**config.mk**
```make
export PLATFORM = sky130hd
export DESIGN_NAME = mem_port_arbiter_flat
export DESIGN_NICKNAME = d
export VERILOG_FILES = /design/src/rtl/mem_port_arbiter_if.sv /design/src/rtl/mem_port_arbiter.sv /design/src/flat_wrapper.sv
export SDC_FILE = /design/constraint.sdc
export NUM_CORES = 1
export LEC_CHECK = 0
export ABC_AREA = 1
export ABC_CLOCK_PERIOD_IN_PS = 1200
export BUFFER_PORTS_ARGS = -buffer_cell sky130_fd_sc_hd__buf_2
export CAP_MARGIN = 15
export CORE_ASPECT_RATIO = 0.75
export CORE_MARGIN = 4
export CORE_UTILIZATION = 42
export CTS_BUF_LIST = sky130_fd_sc_hd__clkbuf_2 sky130_fd_sc_hd__clkbuf_4 sky130_fd_sc_hd__clkbuf_8
export CTS_CLUSTER_SIZE = 24
export DETAILED_ROUTE_END_ITERATION = 10
export PLACE_DENSITY = 0.88
export SYNTH_ARGS = -nofsm -noshare
export SYNTH_HDL_FRONTEND = slang
export SYNTH_SLANG_ARGS = --single-unit
```
**constraint.sdc**
```tcl
create_clock -name clk -period 1.2 [get_ports clk]
set_input_delay 0.24 -clock clk [delete_from_list [all_inputs] [get_ports clk]]
set_output_delay 0.24 -clock clk [all_outputs]
set_load 0.01 [all_outputs]
```
**src/rtl/mem_port_arbiter_if.sv**
```systemverilog
// Handshake bundle between the fetch/load-store requesters, the memory and mem_port_arbiter.
// master: requesters plus memory read data; slave: the arbiter itself.
interface mem_port_arbiter_if;
    logic        fetch_req;
    logic [31:0] fetch_addr;
    logic        data_req;
    logic        data_wr;
    logic [31:0] data_addr;
    logic [31:0] data_wdata;
    logic [31:0] mem_rdata;
    logic [31:0] mem_addr;
    logic        mem_wr;
    logic [31:0] mem_wdata;
    logic [31:0] rd_data;
    logic        fetch_done;
    logic        data_done;
    logic        grant;
    logic        busy;
    logic [1:0]  state_out;

    modport master (
        output fetch_req, fetch_addr, data_req, data_wr, data_addr, data_wdata, mem_rdata,
        input  mem_addr, mem_wr, mem_wdata, rd_data, fetch_done, data_done, grant, busy, state_out
    );

    modport slave (
        input  fetch_req, fetch_addr, data_req, data_wr, data_addr, data_wdata, mem_rdata,
        output mem_addr, mem_wr, mem_wdata, rd_data, fetch_done, data_done, grant, busy, state_out
    );
endinterface

```
**src/rtl/mem_port_arbiter.sv**
```systemverilog
// Shared memory port arbiter: picks fetch or load/store, sequences the fixed read latency,
// and pulses a done to the winner. Define MEM_ARB_RR_EN for round-robin tie breaking.
//
// state | meaning
// IDLE  | arbitrate when any request is present
// RWAIT | read in flight, counting down MEM_LATENCY
// WRITE | single-cycle write strobe
// DONE  | completion pulse to the granted requester
module mem_port_arbiter #(
    parameter int unsigned MEM_LATENCY = 2
) (
    input  logic clk,
    input  logic reset,
    mem_port_arbiter_if.slave bus
);
    typedef enum logic [1:0] {
        IDLE  = 2'd0,
        RWAIT = 2'd1,
        WRITE = 2'd2,
        DONE  = 2'd3
    } state_t;

    localparam logic [3:0] LAT = 4'(MEM_LATENCY);

    state_t      state;
    logic [3:0]  count;
    logic [31:0] mem_addr_r;
    logic [31:0] mem_wdata_r;
    logic [31:0] rd_data_r;
    logic        mem_wr_r;
    logic        fetch_done_r;
    logic        data_done_r;
    logic        grant_r;
    logic        pick_data;

`ifdef MEM_ARB_RR_EN
    // grant_r still holds the owner of the previous access, so it doubles as last-served
    always_comb begin
        pick_data = bus.data_req;
        if (bus.data_req && bus.fetch_req)
            pick_data = ~grant_r;
    end
`else
    always_comb begin
        pick_data = bus.data_req;
    end
`endif

    always_ff @(posedge clk) begin
        if (reset) begin
            state        <= IDLE;
            count        <= 4'd0;
            mem_addr_r   <= 32'd0;
            mem_wdata_r  <= 32'd0;
            rd_data_r    <= 32'd0;
            mem_wr_r     <= 1'b0;
            fetch_done_r <= 1'b0;
            data_done_r  <= 1'b0;
            grant_r      <= 1'b0;
        end else begin
            mem_wr_r     <= 1'b0;
            fetch_done_r <= 1'b0;
            data_done_r  <= 1'b0;
            case (state)
                IDLE: begin
                    if (bus.fetch_req || bus.data_req) begin
                        grant_r    <= pick_data;
                        mem_addr_r <= pick_data ? bus.data_addr : bus.fetch_addr;
                        if (pick_data)
                            mem_wdata_r <= bus.data_wdata;
                        if (pick_data && bus.data_wr) begin
                            mem_wr_r <= 1'b1;
                            state    <= WRITE;
                        end else begin
                            count <= LAT;
                            state <= RWAIT;
                        end
                    end
                end
                RWAIT: begin
                    count <= count - 4'd1;
                    // <= guards against a zero count wrapping into a 15-cycle wait
                    if (count <= 4'd1) begin
                        rd_data_r    <= bus.mem_rdata;
                        fetch_done_r <= ~grant_r;
                        data_done_r  <= grant_r;
                        state        <= DONE;
                    end
                end
                WRITE: begin
                    fetch_done_r <= ~grant_r;
                    data_done_r  <= grant_r;
                    state        <= DONE;
                end
                DONE: begin
                    state <= IDLE;
                end
                default: begin
                    state <= IDLE;
                end
            endcase
        end
    end

    assign bus.mem_addr   = mem_addr_r;
    assign bus.mem_wr     = mem_wr_r;
    assign bus.mem_wdata  = mem_wdata_r;
    assign bus.rd_data    = rd_data_r;
    assign bus.fetch_done = fetch_done_r;
    assign bus.data_done  = data_done_r;
    assign bus.grant      = grant_r;
    assign bus.busy       = (state != IDLE);
    assign bus.state_out  = state;
endmodule

```
**src/flat_wrapper.sv**
```systemverilog
// flat-port wrapper written by rule: the top's interface ports become plain ports
module mem_port_arbiter_flat 
#(
    parameter int unsigned MEM_LATENCY = 2
)
  (clk, reset, bus_fetch_req, bus_fetch_addr, bus_data_req, bus_data_wr, bus_data_addr, bus_data_wdata, bus_mem_rdata, bus_mem_addr, bus_mem_wr, bus_mem_wdata, bus_rd_data, bus_fetch_done, bus_data_done, bus_grant, bus_busy, bus_state_out);
  mem_port_arbiter_if bus_i ();
  input  logic clk;
  input  logic reset;
  input wire logic [$bits(bus_i.fetch_req)-1:0] bus_fetch_req;
  input wire logic [$bits(bus_i.fetch_addr)-1:0] bus_fetch_addr;
  input wire logic [$bits(bus_i.data_req)-1:0] bus_data_req;
  input wire logic [$bits(bus_i.data_wr)-1:0] bus_data_wr;
  input wire logic [$bits(bus_i.data_addr)-1:0] bus_data_addr;
  input wire logic [$bits(bus_i.data_wdata)-1:0] bus_data_wdata;
  input wire logic [$bits(bus_i.mem_rdata)-1:0] bus_mem_rdata;
  output wire logic [$bits(bus_i.mem_addr)-1:0] bus_mem_addr;
  output wire logic [$bits(bus_i.mem_wr)-1:0] bus_mem_wr;
  output wire logic [$bits(bus_i.mem_wdata)-1:0] bus_mem_wdata;
  output wire logic [$bits(bus_i.rd_data)-1:0] bus_rd_data;
  output wire logic [$bits(bus_i.fetch_done)-1:0] bus_fetch_done;
  output wire logic [$bits(bus_i.data_done)-1:0] bus_data_done;
  output wire logic [$bits(bus_i.grant)-1:0] bus_grant;
  output wire logic [$bits(bus_i.busy)-1:0] bus_busy;
  output wire logic [$bits(bus_i.state_out)-1:0] bus_state_out;
  assign bus_i.fetch_req = bus_fetch_req;
  assign bus_i.fetch_addr = bus_fetch_addr;
  assign bus_i.data_req = bus_data_req;
  assign bus_i.data_wr = bus_data_wr;
  assign bus_i.data_addr = bus_data_addr;
  assign bus_i.data_wdata = bus_data_wdata;
  assign bus_i.mem_rdata = bus_mem_rdata;
  assign bus_mem_addr = bus_i.mem_addr;
  assign bus_mem_wr = bus_i.mem_wr;
  assign bus_mem_wdata = bus_i.mem_wdata;
  assign bus_rd_data = bus_i.rd_data;
  assign bus_fetch_done = bus_i.fetch_done;
  assign bus_data_done = bus_i.data_done;
  assign bus_grant = bus_i.grant;
  assign bus_busy = bus_i.busy;
  assign bus_state_out = bus_i.state_out;
  mem_port_arbiter #(.MEM_LATENCY(MEM_LATENCY)) u_core (.clk(clk), .reset(reset), .bus(bus_i));
endmodule
```
# Word level (Yosys, flattened, before mapping)
# Cells that the tools add are included.
[word_totals]
regBits = 106
inputBits = 133
out_inout_bits = 103
[classes]
eq_ne = 6
magnitude_cmp = 1
mux = 13
reduce_logical = 11
add_sub_neg = 1
bitwise = 3
[op_table]
columns = ["cell", "count"]
rows = [
  ["$mux W32", 1],
  ["$mux W4", 2],
  ["$pmux W2 S4", 1],
  ["$pmux W4 S2", 1],
  ["$mux W2", 3],
  ["$reduce_and A2 Y1", 3],
  ["$reduce_and A3 Y1", 2],
  ["$eq A2 B2 Y1 const B", 2],
  ["$le A4 B1 Y1 const B", 1],
  ["$ne A2 B1 Y1 const B", 2],
  ["$pmux W1 S2", 2],
  ["$reduce_bool A2 Y1", 2],
  ["$sub A4 B1 Y4 const B", 1],
  ["$mux W1", 3],
  ["$not A1 Y1", 3],
  ["$reduce_or A3 Y1", 1],
  ["$eq A2 B1 Y1 const B", 1],
  ["$logic_not A2 Y1", 1],
  ["$ne A2 B2 Y1 const B", 1],
  ["$logic_and A1 B1 Y1", 1],
  ["$logic_or A1 B1 Y1", 1],
]

# Longest topological paths before layout
[depth]
ltp_word = 4
ltp_mapped = 9

# Worst setup path before layout
# OpenSTA, ideal clock, no wires.
[synth_timing]
kind = "flip-flop to flip-flop"
start = "register u_core.state[0], in the netlist u_core.bus.state_out[0]"
end = "register u_core.mem_wdata_r[21], in the netlist u_core.bus.mem_wdata[21]"
arrival_time_ns = 1.326
n_path_buf = 1
slack_ns = -0.191
required_ns = 1.136
path_stages_with_launch = 7
setup_ns = 0.064
path_cell_list = "dfxtp_1 inv_1 ha_1 nand2_2 clkbuf_1 o21ai_0 nor2_1"
[synth_between]
elab_chain_cells = 2
[synth_rtl]
columns = ["element", "line_no", "source"]
rows = [
  ["start: declaration", "mem_port_arbiter.sv:25", "state_t state;"],
  ["start signal: assignment", "mem_port_arbiter.sv:51", "state <= IDLE;"],
  ["start signal: assignment", "mem_port_arbiter.sv:73", "state <= WRITE;"],
  ["start signal: assignment", "mem_port_arbiter.sv:76", "state <= RWAIT;"],
  ["$logic_not A2 Y1", "mem_port_arbiter.sv:64", "case (state)"],
  ["$reduce_and A3 Y1 (no source line)", "n/a", ""],
  ["end signal: assignment", "mem_port_arbiter.sv:70", "mem_wdata_r <= bus.data_wdata;"],
  ["end: declaration", "mem_port_arbiter.sv:28", "logic [31:0] mem_wdata_r;"],
]
# No other way between the ends.
# A chain may end at the register's enable or synchronous reset.

# Worst setup path in the final report
[layout_timing]
start = "register u_core.state[1], in the netlist u_core.bus.state_out[1]"
end = "output port bus_busy"
[layout_between]
elab_chain_cells = 1
[layout_rtl]
columns = ["element", "line_no", "source"]
rows = [
  ["$reduce_bool A2 Y1", "mem_port_arbiter.sv:112", "assign bus.busy = (state != IDLE);"],
  ["end: declaration", "flat_wrapper.sv:24", "output wire logic [$bits(bus_i.busy)-1:0] bus_busy;"],
]
# No other way between the ends.

==> results.sh <==
export IMPL_clock_latency_ps=370
export IMPL_status="finished with violations"
export IMPL_die_area_mm2=0.01201
export IMPL_dr_pass1_iters=5
export IMPL_top_layer_used="met4"
export IMPL_mostFrequentLayoutCells="buf_2, nand2_1, dfxtp_1, nor2_1, o21ai_1"
export IMPL_critPathCaptureType="output port"
export IMPL_port_buffers=235
export IMPL_grt_pass1_wl_um=22150
export IMPL_num_vias=4970
export IMPL_wl_met1_um=6410
export IMPL_cts_buffers=9
export IMPL_gr_total_overflow=0
export IMPL_wl_met2_um=7533
export IMPL_critical_path_slowest_cell="dfxtp_2"
export IMPL_syn_to_final_growth_pct=68.16
export IMPL_wl_met3_um=1067
export IMPL_nFillCells=723
export IMPL_dp_hpwl_um=9237
export IMPL_clk_pin_slew_ps=100
export IMPL_syn_area_mm2=0.004327
export IMPL_p_leak_nw=3.539
export IMPL_yosysWarnings=0
export IMPL_crit_path_start_kind="flip-flop"
export IMPL_report_final_slew_viol_count=0
export IMPL_clockRootBuffer="clkbuf_8"
export IMPL_critPathKind="reg2out"
export IMPL_avgSynthCellArea_um2=7.187
export IMPL_grt_antenna_before_repair=0
export IMPL_period_share_pct=120.6
export IMPL_crit_chain="inv_4 > ha_4 > buf_6 > inv_4 > buf_6"
export IMPL_violations="setup timing"
export IMPL_setup_tns_final_ps=-18480
export IMPL_final_common_cell="buf_2"
export IMPL_num_rows=31
export IMPL_wl_um=15320
export IMPL_yosysUniqueCellTypes=23
export IMPL_maxCapViolCount=0
export IMPL_grt_max_degree=47
export IMPL_cts_tree="built"
export IMPL_fmax_mhz=691.3
export IMPL_drt_iter0_markers=267
export IMPL_ant_nets=0
export IMPL_num_antenna_cells=0
export IMPL_setup_slack_ps=-246.6
export IMPL_tightest_slew_ps=305.9
export IMPL_routed_via_density=4.950
export IMPL_gr_usage_all_layers_pct=22.77
export IMPL_syn_nets=741
export IMPL_ir_drop_mv=1.366
export IMPL_critPathRequiredTime_ps=960
export IMPL_coreArea_mm2=0.009852
export IMPL_clkSinkCount=106
export IMPL_place_congestion=0.8788
export IMPL_critPathArrivalTime_ps=1210
export IMPL_max_clock_path_buffers=2
export IMPL_setup_violations=109
export IMPL_finalCriticalPeriod_ps=1447
export IMPL_nets=1007
export IMPL_wl_per_cell_um=15.26
export IMPL_fin_worst_skew_ps=12.00
export IMPL_hold_viol=0
export IMPL_grt_pass1_vias=4510
export IMPL_synth_cells=602
export IMPL_critPathMaxFanout=3
export IMPL_die_w_um=125.2
export IMPL_power_density_mw_per_mm2=2421
export IMPL_rsz0062_at_grt="true"
export IMPL_die_y_um=95.90
export IMPL_drc=0
export IMPL_ioPinCount=236
export IMPL_ys_seq_elements=106
export IMPL_crit_path_max_incr_delay_ps=360
export IMPL_initial_core_util_pct=43.92
export IMPL_cts_hold_buf=0
export IMPL_htree_num_levels=3
export IMPL_yosysSeqAreaShare_pct=49.05
export IMPL_drive_gt1_share_pct=54.01
export IMPL_hold_class="in2reg"
export IMPL_fin_hold_ws_ps=106.5
export IMPL_slew_headroom_pct=79.45
worst max-delay path, delay by kind of cell, from the launching register on:
kind | cells | cell delay (ps)
buffers and inverters | 4 | 330
flip-flops | 1 | 360
adder cells (fa/ha/maj) | 1 | 160
where the power goes:
part | total [W] | leakage (nW) | switching, W | internal [W]
Combinational | 0.00985 | 2.56 | 0.00517 | 0.00468
Sequential | 0.00551 | 0.878 | 0.000768 | 0.00474
Clock | 0.00225 | 0.0992 | 0.00121 | 0.00104
flip-flops by register name, indices dropped and copies added, names as in the netlist:
| signal | flops |
|---|---|
| u_core.bus.data_done | 1 |
| u_core.bus.fetch_done | 1 |
| u_core.bus.grant | 1 |
| u_core.bus.mem_addr | 32 |
| u_core.bus.mem_wdata | 32 |
| u_core.bus.mem_wr | 1 |
| u_core.bus.rd_data | 32 |
| u_core.bus.state_out | 2 |
| u_core.count | 4 |
per-stage QoR:
stage	total power, W	area (um^2)	setup WS [ps]	cells	utilization [%]
finish	0.01761	7276	-246.6	1004	73.85
global route	0.01862	7276	-300.7	1004	73.85
floorplan	0.008953	4395	-14.64	602	-
global placement	0.01106	5771	-84.04	958	58.57
CTS	0.01595	6681	-243.6	996	67.82
detailed placement	0.01122	5771	-144.5	958	58.57
layer usage:
metal  vias up  track usage [%]
li1       2438                -
met1      2294            29.22
met2       208            38.60
met3        30            6.545
met4         0            5.144
met5         -                0
kinds of logic after synthesis:
| family | Yosys count | share of synthesized area, % |
|---|---|---|
| xor+xnor | 1 | 0.2025 |
| flops | 106 | 49.05 |
| simple gates | 267 | 24.12 |
| buf+inv | 85 | 9.051 |
| compound gates | 137 | 15.85 |
| fa+ha+maj | 6 | 1.735 |
what timing repair did:
item	in CTS	in global routing
resized for setup	141	153
cloned	10	3
endpoints found under the setup margin	105	109
setup buffers	13	5
pin swaps	16	12
synthesized netlist by cell type:
master,n,area (um^2)
o21ai_0,90,450.4
nor2_2,1,6.260
clkbuf_1,13,48.80
nor2_1,135,506.7
nand4_1,1,6.260
inv_1,45,168.9
nand3_1,8,40.04
ha_1,6,75.07
a21oi_1,38,190.2
xnor2_1,1,8.760
nand2_2,1,6.260
nand3_2,1,10.01
buf_6,5,56.30
nand2_1,116,435.4
inv_4,1,6.260
nand2_4,2,22.52
dfxtp_1,106,2122
nor3_1,2,10.01
buf_2,13,65.06
inv_2,3,11.26
o21ai_1,9,45.04
buf_4,4,30.03
clkbuf_2,1,5.000
cell type report:
cell class,instances,area (um^2),share of cell area [%]
Multi-Input combinational cell,411,2521,34.65
Sequential cell,106,2137,29.37
Timing Repair Buffer,290,2004,27.55
Inverter,49,240.2,3.302
Tap cell,132,165.2,2.270
Clock buffer,11,145.1,1.995
Clock inverter,4,51.30,0.7051
Timing Repair inverter,1,11.26,0.1548
path summary, 6_finish.rpt:
kind | from | endpoint | slack (ps) | cells past startpoint
max | u_core.bus.state_out[1]$_SDFFE_PP0P_ | bus_busy | -250 | 5
min | bus_data_wdata[27] | u_core.bus.mem_wdata[27]$_SDFFE_PP0P_ | 110 | 3
max reg2reg | u_core.bus.state_out[1]$_SDFFE_PP0P_ | u_core.bus.mem_addr[2]$_SDFFE_PP0P_ | -230 | 9
min reg2reg | u_core.bus.rd_data[13]$_SDFFE_PP0P_ | u_core.bus.rd_data[13]$_SDFFE_PP0P_ | 450 | 2
Note: power is estimated with default switching activity, not from simulation.
